<file path="src/rtl/mem_pkg.sv">
// Shared types and constants for the line-RAM arbiter: FSM states, RAM access type
// and requester (owner) encoding.
package mem_pkg;

  typedef enum logic [1:0] {
    IDLE,
    BUSY,
    RESP
  } state_t;

  localparam logic [1:0] MTYPE_LINE = 2'b11;
  localparam int         LINE_BYTES = 16;

  localparam logic OWN_I = 1'b0;
  localparam logic OWN_D = 1'b1;

endpackage

</file>
<file path="src/rtl/mem_rr_arbiter.sv">
// Two-way round-robin grant between the I-cache and D-cache refill ports.
// ptr=0 favours the D-cache on a tie, ptr=1 favours the I-cache.
module mem_rr_arbiter
  import mem_pkg::*;
(
  input  logic       ptr,
  input  logic       i_valid,
  input  logic       d_valid,
  input  logic       en,
  output logic [1:0] grant
);

  always_comb begin
    grant = '0;
    if (en) begin
      if (d_valid && (!i_valid || !ptr)) begin
        grant[OWN_D] = 1'b1;
      end else if (i_valid) begin
        grant[OWN_I] = 1'b1;
      end
    end
  end

endmodule

</file>
<file path="src/rtl/mem_line_arbiter.sv">
// Shares one 128-bit line RAM between the I-cache and D-cache refill ports, one
// line transaction at a time, with a programmable latency modelling main memory.
module mem_line_arbiter
  import mem_pkg::*;
#(
  parameter int LATENCY = 4,
  parameter int ADDR_W  = 32,
  parameter int LINE_W  = 128
) (
  input  logic              clk,
  input  logic              rst,
  input  logic              i_req_valid,
  output logic              i_req_ready,
  input  logic [ADDR_W-1:0] i_req_addr,
  output logic              i_resp_valid,
  input  logic              d_req_valid,
  output logic              d_req_ready,
  input  logic              d_req_wen,
  input  logic [ADDR_W-1:0] d_req_addr,
  input  logic [LINE_W-1:0] d_req_wdata,
  output logic              d_resp_valid,
  output logic [LINE_W-1:0] resp_rdata,
  output logic [ADDR_W-1:0] ram_addr,
  output logic [LINE_W-1:0] ram_din,
  output logic              ram_we,
  output logic [1:0]        ram_mtype,
  input  logic [LINE_W-1:0] ram_dout,
  output logic              busy
);

  localparam int                CNT_W     = (LATENCY > 1) ? $clog2(LATENCY) : 1;
  localparam logic [ADDR_W-1:0] LINE_MASK = ADDR_W'(LINE_BYTES - 1);

  state_t            state;
  state_t            state_nxt;
  logic              ptr;
  logic [CNT_W-1:0]  cnt;
  logic              owner;
  logic              wen_q;
  logic [LINE_W-1:0] wdata_q;
  logic [1:0]        grant;
  logic              accept;
  logic              last_busy;

  // Grants are suppressed while reset is held so both ready outputs read 0.
  mem_rr_arbiter u_arb (
    .ptr     (ptr),
    .i_valid (i_req_valid),
    .d_valid (d_req_valid),
    .en      ((state == IDLE) && !rst),
    .grant   (grant)
  );

  assign i_req_ready = grant[OWN_I];
  assign d_req_ready = grant[OWN_D];
  assign accept      = |grant;
  assign last_busy   = (state == BUSY) && (cnt == '0);

  always_comb begin
    state_nxt = state;
    case (state)
      IDLE:    if (accept) state_nxt = BUSY;
      BUSY:    if (cnt == '0) state_nxt = RESP;
      RESP:    state_nxt = IDLE;
      default: state_nxt = IDLE;
    endcase
  end

  always_ff @(posedge clk or posedge rst) begin
    if (rst) begin
      state      <= IDLE;
      ptr        <= 1'b0;
      cnt        <= '0;
      owner      <= OWN_I;
      wen_q      <= 1'b0;
      ram_addr   <= '0;
      resp_rdata <= '0;
    end else begin
      state <= state_nxt;
      if (accept) begin
        ram_addr <= (grant[OWN_D] ? d_req_addr : i_req_addr) & ~LINE_MASK;
        owner    <= grant[OWN_D] ? OWN_D : OWN_I;
        wen_q    <= grant[OWN_D] & d_req_wen;
        cnt      <= CNT_W'(LATENCY - 1);
      end
      if (state == BUSY && cnt != '0) begin
        cnt <= cnt - 1'b1;
      end
      if (last_busy && !wen_q) begin
        resp_rdata <= ram_dout;
      end
      // Hand the next tie to whoever did not own this transaction.
      if (state == RESP) begin
        ptr <= (owner == OWN_D);
      end
    end
  end

  always_ff @(posedge clk) begin
    if (accept && grant[OWN_D]) begin
      wdata_q <= d_req_wdata;
    end
  end

  assign ram_we       = last_busy && wen_q;
  assign ram_din      = ram_we ? wdata_q : '0;
  assign ram_mtype    = MTYPE_LINE;
  assign busy         = (state != IDLE);
  assign i_resp_valid = (state == RESP) && (owner == OWN_I);
  assign d_resp_valid = (state == RESP) && (owner == OWN_D);

endmodule

</file>
<file path="config.mk">
export PLATFORM = sky130hd
export DESIGN_NAME = mem_line_arbiter
export DESIGN_NICKNAME = d
export VERILOG_FILES = /design/src/rtl/mem_pkg.sv /design/src/rtl/mem_rr_arbiter.sv /design/src/rtl/mem_line_arbiter.sv
export SDC_FILE = /design/constraint.sdc
export NUM_CORES = 1
export LEC_CHECK = 0
export BUFFER_PORTS_ARGS = -buffer_cell sky130_fd_sc_hd__buf_2
export CORE_AREA = 2 2 238 240
export DETAILED_ROUTE_END_ITERATION = 10
export DIE_AREA = 0 0 240 242
export SLEW_MARGIN = 0
export SYNTH_ARGS = -nofsm -noshare
export SYNTH_HDL_FRONTEND = slang
export SYNTH_SLANG_ARGS = --single-unit
export TNS_END_PERCENT = 30
</file>
<file path="constraint.sdc">
create_clock -name clk -period 6.45 [get_ports clk]
set_clock_uncertainty 0.15 [all_clocks]
set_input_delay 0.645 -clock clk [delete_from_list [all_inputs] [get_ports clk]]
set_output_delay 0.645 -clock clk [all_outputs]
set_load 0.03 [all_outputs]
</file>
## Yosys cells after proc, flatten, opt, wreduce, memory -nomap -nowiden

Cells that the tools add are included.

- $add $sub $neg: 1
- Eq/ne operators: 4
- $lt $le $gt $ge: 0
- Muxes and demuxes: 12
- Multipliers: 0
- Shift-type cells: 0
- Div/mod/pow operators: 0
- Reductions and logical operators: 21
- Bitwise logic cells: 2

Operators by type and width:

| kind | count |
|---|---|
| two-way mux 128 bit | 1 |
| two-way mux 32 bit | 1 |
| two-way mux 2 bit | 5 |
| logical AND 1 bit | 9 |
| nonzero test 2 bit | 3 |
| zero test 1 bit | 4 |
| zero test 2 bit | 2 |
| two-way mux 1 bit | 4 |
| inequality test 2 bit, second input constant | 2 |
| one-hot mux 2 bit (2 select lines) | 1 |
| == test 2 x 1 -> 1 bit, second input constant | 1 |
| == test 2 bit, second input constant | 1 |
| AND reduction 2 bit | 1 |
| OR reduction 2 bit | 1 |
| subtractor 2 x 1 -> 2 bit, second input constant | 1 |
| AND 1 bit | 1 |
| logical OR 1 bit | 1 |
| NOT 1 bit | 1 |

- Register bits after elaboration: 291
- Memories kept: 0
- Latch bits: 0
- Memory bits (writable): 0
- Input bits: 325
- Memory bits (read-only): 0
- Output and inout port bits: 296
- Logic and storage cells: 48

## Depth between registers and ports, before layout

- Depth after elaboration: 8
- Depth in mapped cells: 7
- Mapped depth without buffers: 5

## Cells and area by module

From an unflattened synthesis, not the netlist that was laid out.

- Cells, all modules: 709
- Area total of the unflattened synthesis: 11756.3 µm²

By module, submodules not included:

| module | area an instance (µm²) | times used | seq. area each (µm²) | cells an instance |
|---|---|---|---|---|
| mem_line_arbiter | 11735.0 | 1 | 7922.6 | 704 |
| mem_rr_arbiter | 21.3 | 1 | 0.0 | 5 |

## Least setup slack after synthesis

No wires, ideal clock.

- Kind: input-to-reg
- From: input port rst
- To: register wdata_q[0] (enable)
- Data required time: 5.683 ns
- Cell stages on the path: 3
- Library setup time: 0.617 ns
- Path buffers: 1
- Arrival: 6.513 ns
- Path slack: -0.830 ns
- Path through: or3_1 -> clkbuf_1 -> nor2_1

- Longest elaborated chain between the ends: 5

Ends and longest elaborated chain:

| what | RTL line | text |
|---|---|---|
| start: declaration | mem_line_arbiter.sv:11 | `input logic rst,` |
| zero test 1 bit (no source line) * | n/a |  |
| logical AND 1 bit * | mem_line_arbiter.sv:50 | `.en ((state == IDLE) && !rst),` |
| two-way mux 2 bit * | mem_rr_arbiter.sv:15 | `if (en) begin` |
| OR reduction 2 bit | mem_line_arbiter.sv:56 | `assign accept = \|grant;` |
| logical AND 1 bit * | mem_line_arbiter.sv:100 | `if (accept && grant[OWN_D]) begin` |
| end signal: assignment | mem_line_arbiter.sv:101 | `wdata_q <= d_req_wdata;` |
| end: declaration | mem_line_arbiter.sv:40 | `logic [LINE_W-1:0] wdata_q;` |

Every way passes the cells marked *; elsewhere a longest branch is shown, timed or not.
A chain may end at the register's enable or synchronous reset.

## Worst setup path after layout

- From: register cnt[0]
- To: output port ram_din[45]

- Longest elaborated chain between the ends: 4

Ends and longest elaborated chain:

| what | RTL line | text |
|---|---|---|
| start: declaration | mem_line_arbiter.sv:37 | `logic [CNT_W-1:0] cnt;` |
| start signal: assignment | mem_line_arbiter.sv:84 | `cnt <= CNT_W'(LATENCY - 1);` |
| start signal: assignment | mem_line_arbiter.sv:87 | `cnt <= cnt - 1'b1;` |
| zero test 2 bit | mem_line_arbiter.sv:57 | `assign last_busy = (state == BUSY) && (cnt == '0);` |
| logical AND 1 bit | mem_line_arbiter.sv:57 |  |
| logical AND 1 bit | mem_line_arbiter.sv:105 | `assign ram_we = last_busy && wen_q;` |
| two-way mux 128 bit | mem_line_arbiter.sv:106 | `assign ram_din = ram_we ? wdata_q : '0;` |
| end: declaration | mem_line_arbiter.sv:24 | `output logic [LINE_W-1:0] ram_din,` |

No other way between the ends.

==> results.yml <==
run_status:
  outcome: "finished, final reports clean"
global_route:
  grt_pass1_vias: 9105
  grt_use_total_pct: 11.6
  antenna_found_initial: 6
  grt_pass1_wl_mm: 52.6
  grt-ovfl-total: 0
  grt_max_degree: 146
worst_setup_path:
  r2r_cells: 4
  end_kind: "output pin"
  critPathMaxFanout: 124
  crit_required_ns: 5.65
  r2r_end: "ram_addr[25]"
  path_delay_family: "buffers and inverters"
  cp.arrival_ns: 2.85
  critPathMaxStageDelay_ns: 0.73
  crit_type: "reg -> out"
  rrSetupSlack_ns: 3.46
  worst-path-buf-inv: 3
  cp-start-kind: "flip-flop"
  worstReg2RegStart: "state[1]"
  critPathSlowestCell: "buf_4"
  crit_chain: "inv_1, ha_1, and3b_4, buf_4, and3_1, buf_2"
timing:
  worstMarginPinSlew_ns: 1.10
  relSlewSlack_pct: 26.8
  hold_viol_final: 0
  timing.hold.ws_ns: 0.128
  rsz0062_at_grt: "false"
  finalCritPeriodShare_pct: 56.4
  slew_viol_final: 0
  setup_violations: 0
  finalSetupTns_ns: 0
  fmax_mhz: 275
  fin_crit_ns: 3.64
routing:
  wl_per_cell_um: 16.7
  routed_via_density: 4.12
  first_pass_iters: 7
  drt_wl_total_mm: 35.7
  antenna_left: 0
  drtIter0Drc: 479
  drc: 0
  dr_total_vias: 8806
clocking:
  cts.path.max_buffers: 3
  ctsHoldBuffers: 1
  cts_setup_buffers: 0
  cts_resized: 0
  cts_tree: "done"
  clock_latency_ns: 0.54
  clk_pin_slew_ns: 0.06
  cts-root-buf: "clkbuf_16"
  htreeDepth: 2
  cts_made_buffers: 35
  cts_sinks: 291
synthesis:
  synth_area_leaders: "dfrtp_1 (35%), edfxtp_1 (33%), mux2_4 (13%), and3_1 (6.8%), mux2_2 (2.1%)"
  syn_area_per_cell_um2: 15.4
  synth_sequential_area_ratio_pct: 67.2
  synth_top_flop_cell: "dfrtp_1"
  yosysWarnings: 0
  synth_edf_count: 128
  synth_top_area_share_pct: 34.6
  synthCells: 763
  synth_seq_cells: 291
  mappedNetlistArea_mm2: 0.0118
  synth_largest_area_cell: "dfrtp_1"
  ys_types: 35
  synthArstFlopShare_pct: 56.0
hold_path:
  min_path_cells: 1
  min_from: "d_req_wdata[1]"
  hold-path-endpoint: "wdata_q[1]"
  hold_class: "in -> reg"
layout:
  drive_gt1_share_pct: 58.3
  layout_commonest_cell: "buf_2"
  area_growth_pct: 41.8
  final_cell_mix: "buf_2 (606), dfrtp_1 (162), and3_1 (129)"
  final_nets: 1680
placement:
  hpwl_mm: 25.2
  io_buffers: 606
  gp_congestion: 0.843
floorplan:
  num_rows: 87
  dieArea_mm2: 0.0581
  core_area_mm2: 0.0557
  io_pins: 621
  die_w_um: 240
  die_h_um: 242
  start_util_pct: 21.1
power_and_ir_drop:
  ir_worst_vdd_mv: 0.208
  p_clk_share_pct: 25.3
  power.share.sequential_pct: 35.7
  p_per_area_mw_per_mm2: 483
  switching_share_pct: 38.4
  comb_power_share_pct: 39.1
  p_int_w: 0.00497
  switchingPower_w: 0.00310
  p_leak_nw: 8.22
flow_run:
  cap_violations: 0
-- worst register-to-register path: cells and delay by family, from the launching register on --
family,cells,cell delay [ns]
AOI/OAI and AO/OA,1,0.20
buffers and inverters,1,0.50
DFF,1,0.45
and+or+nand+nor,2,1.50
-- power groups by stage --
stage               combinational, W  sequential, W  clock, W
floorplan                    0.00128        0.00386         0
global placement             0.00316        0.00289         0
detailed placement           0.00318        0.00291         0
CTS                          0.00319        0.00289   0.00213
global route                 0.00334        0.00296   0.00218
finish                       0.00315        0.00288   0.00204
-- state kept, by name, indices dropped and copies added (netlist names) --
name,flops
cnt,2
owner,1
ptr,1
ram_addr,28
resp_rdata,128
state,2
wdata_q,128
wen_q,1
-- cells in the mapped netlist, drive strengths merged (2+ instances only) --
cell	number
or2	3
edfxtp	128
clkbuf	46
nand3	28
conb	2
nand2b	2
buf	23
dfrtp	163
nor2	6
and3	129
inv	4
a21oi	30
a31oi	28
o21ai	28
mux2	128
and2	2
-- kinds of logic after synthesis --
group	Yosys count	synth area share, %
flops	291	67.2
buf+inv	73	3.76
simple gates	176	9.03
mux	128	15.4
fa+ha+maj	1	0.106
other cells	2	0.0637
compound gates	92	4.40
-- how the worst max path moves through the flow --
stage                       from           end  slack, ns  depth (start not counted)
after floorplan              rst        cnt[0]       1.25                          1
after global placement       rst   wdata_q[15]       3.25                          5
after detailed placement     rst  ram_addr[25]       3.17                          5
after CTS                 cnt[0]  ram_din[112]       2.75                          6
after global routing      cnt[0]   ram_din[44]       2.59                          6
final                     cnt[0]   ram_din[45]       2.81                          6
-- per-layer routing --
layer | vias up | share of wire [%] | global-route usage, %
li1 | 3999 | - | -
met1 | 4298 | 39 | 13.4
met2 | 426 | 49 | 19.5
met3 | 79 | 8.8 | 3.52
met4 | 4 | 3.3 | 5.12
met5 | - | 0.073 | 0
-- final cells by class --
| class | count | area [um^2] |
|---|---|---|
| sequential | 291 | 7920 |
| fill | 5737 | 39000 |
| inverter | 4 | 20.0 |
| clock inverter | 16 | 196 |
| antenna | 3 | 7.51 |
| multi-input combinational | 403 | 3450 |
| tap | 756 | 946 |
| clock buffer | 47 | 993 |
| timing repair buffer | 619 | 3170 |
-- metrics by stage --
stage / total power [W] / setup WS, ns / instance area (um^2) / cells / util [%]
global placement: 0.00604 / 3.25 / 15500 / 2072 / 27.8
global route: 0.00848 / 2.59 / 16700 / 2139 / 30.0
floorplan: 0.00514 / 1.25 / 11800 / 767 / -
detailed placement: 0.00609 / 3.17 / 15500 / 2072 / 27.8
CTS: 0.00821 / 2.75 / 16700 / 2136 / 30.0
finish: 0.00808 / 2.81 / 16700 / 2139 / 30.0
No activity file was read; power rests on OpenSTA's default activity.
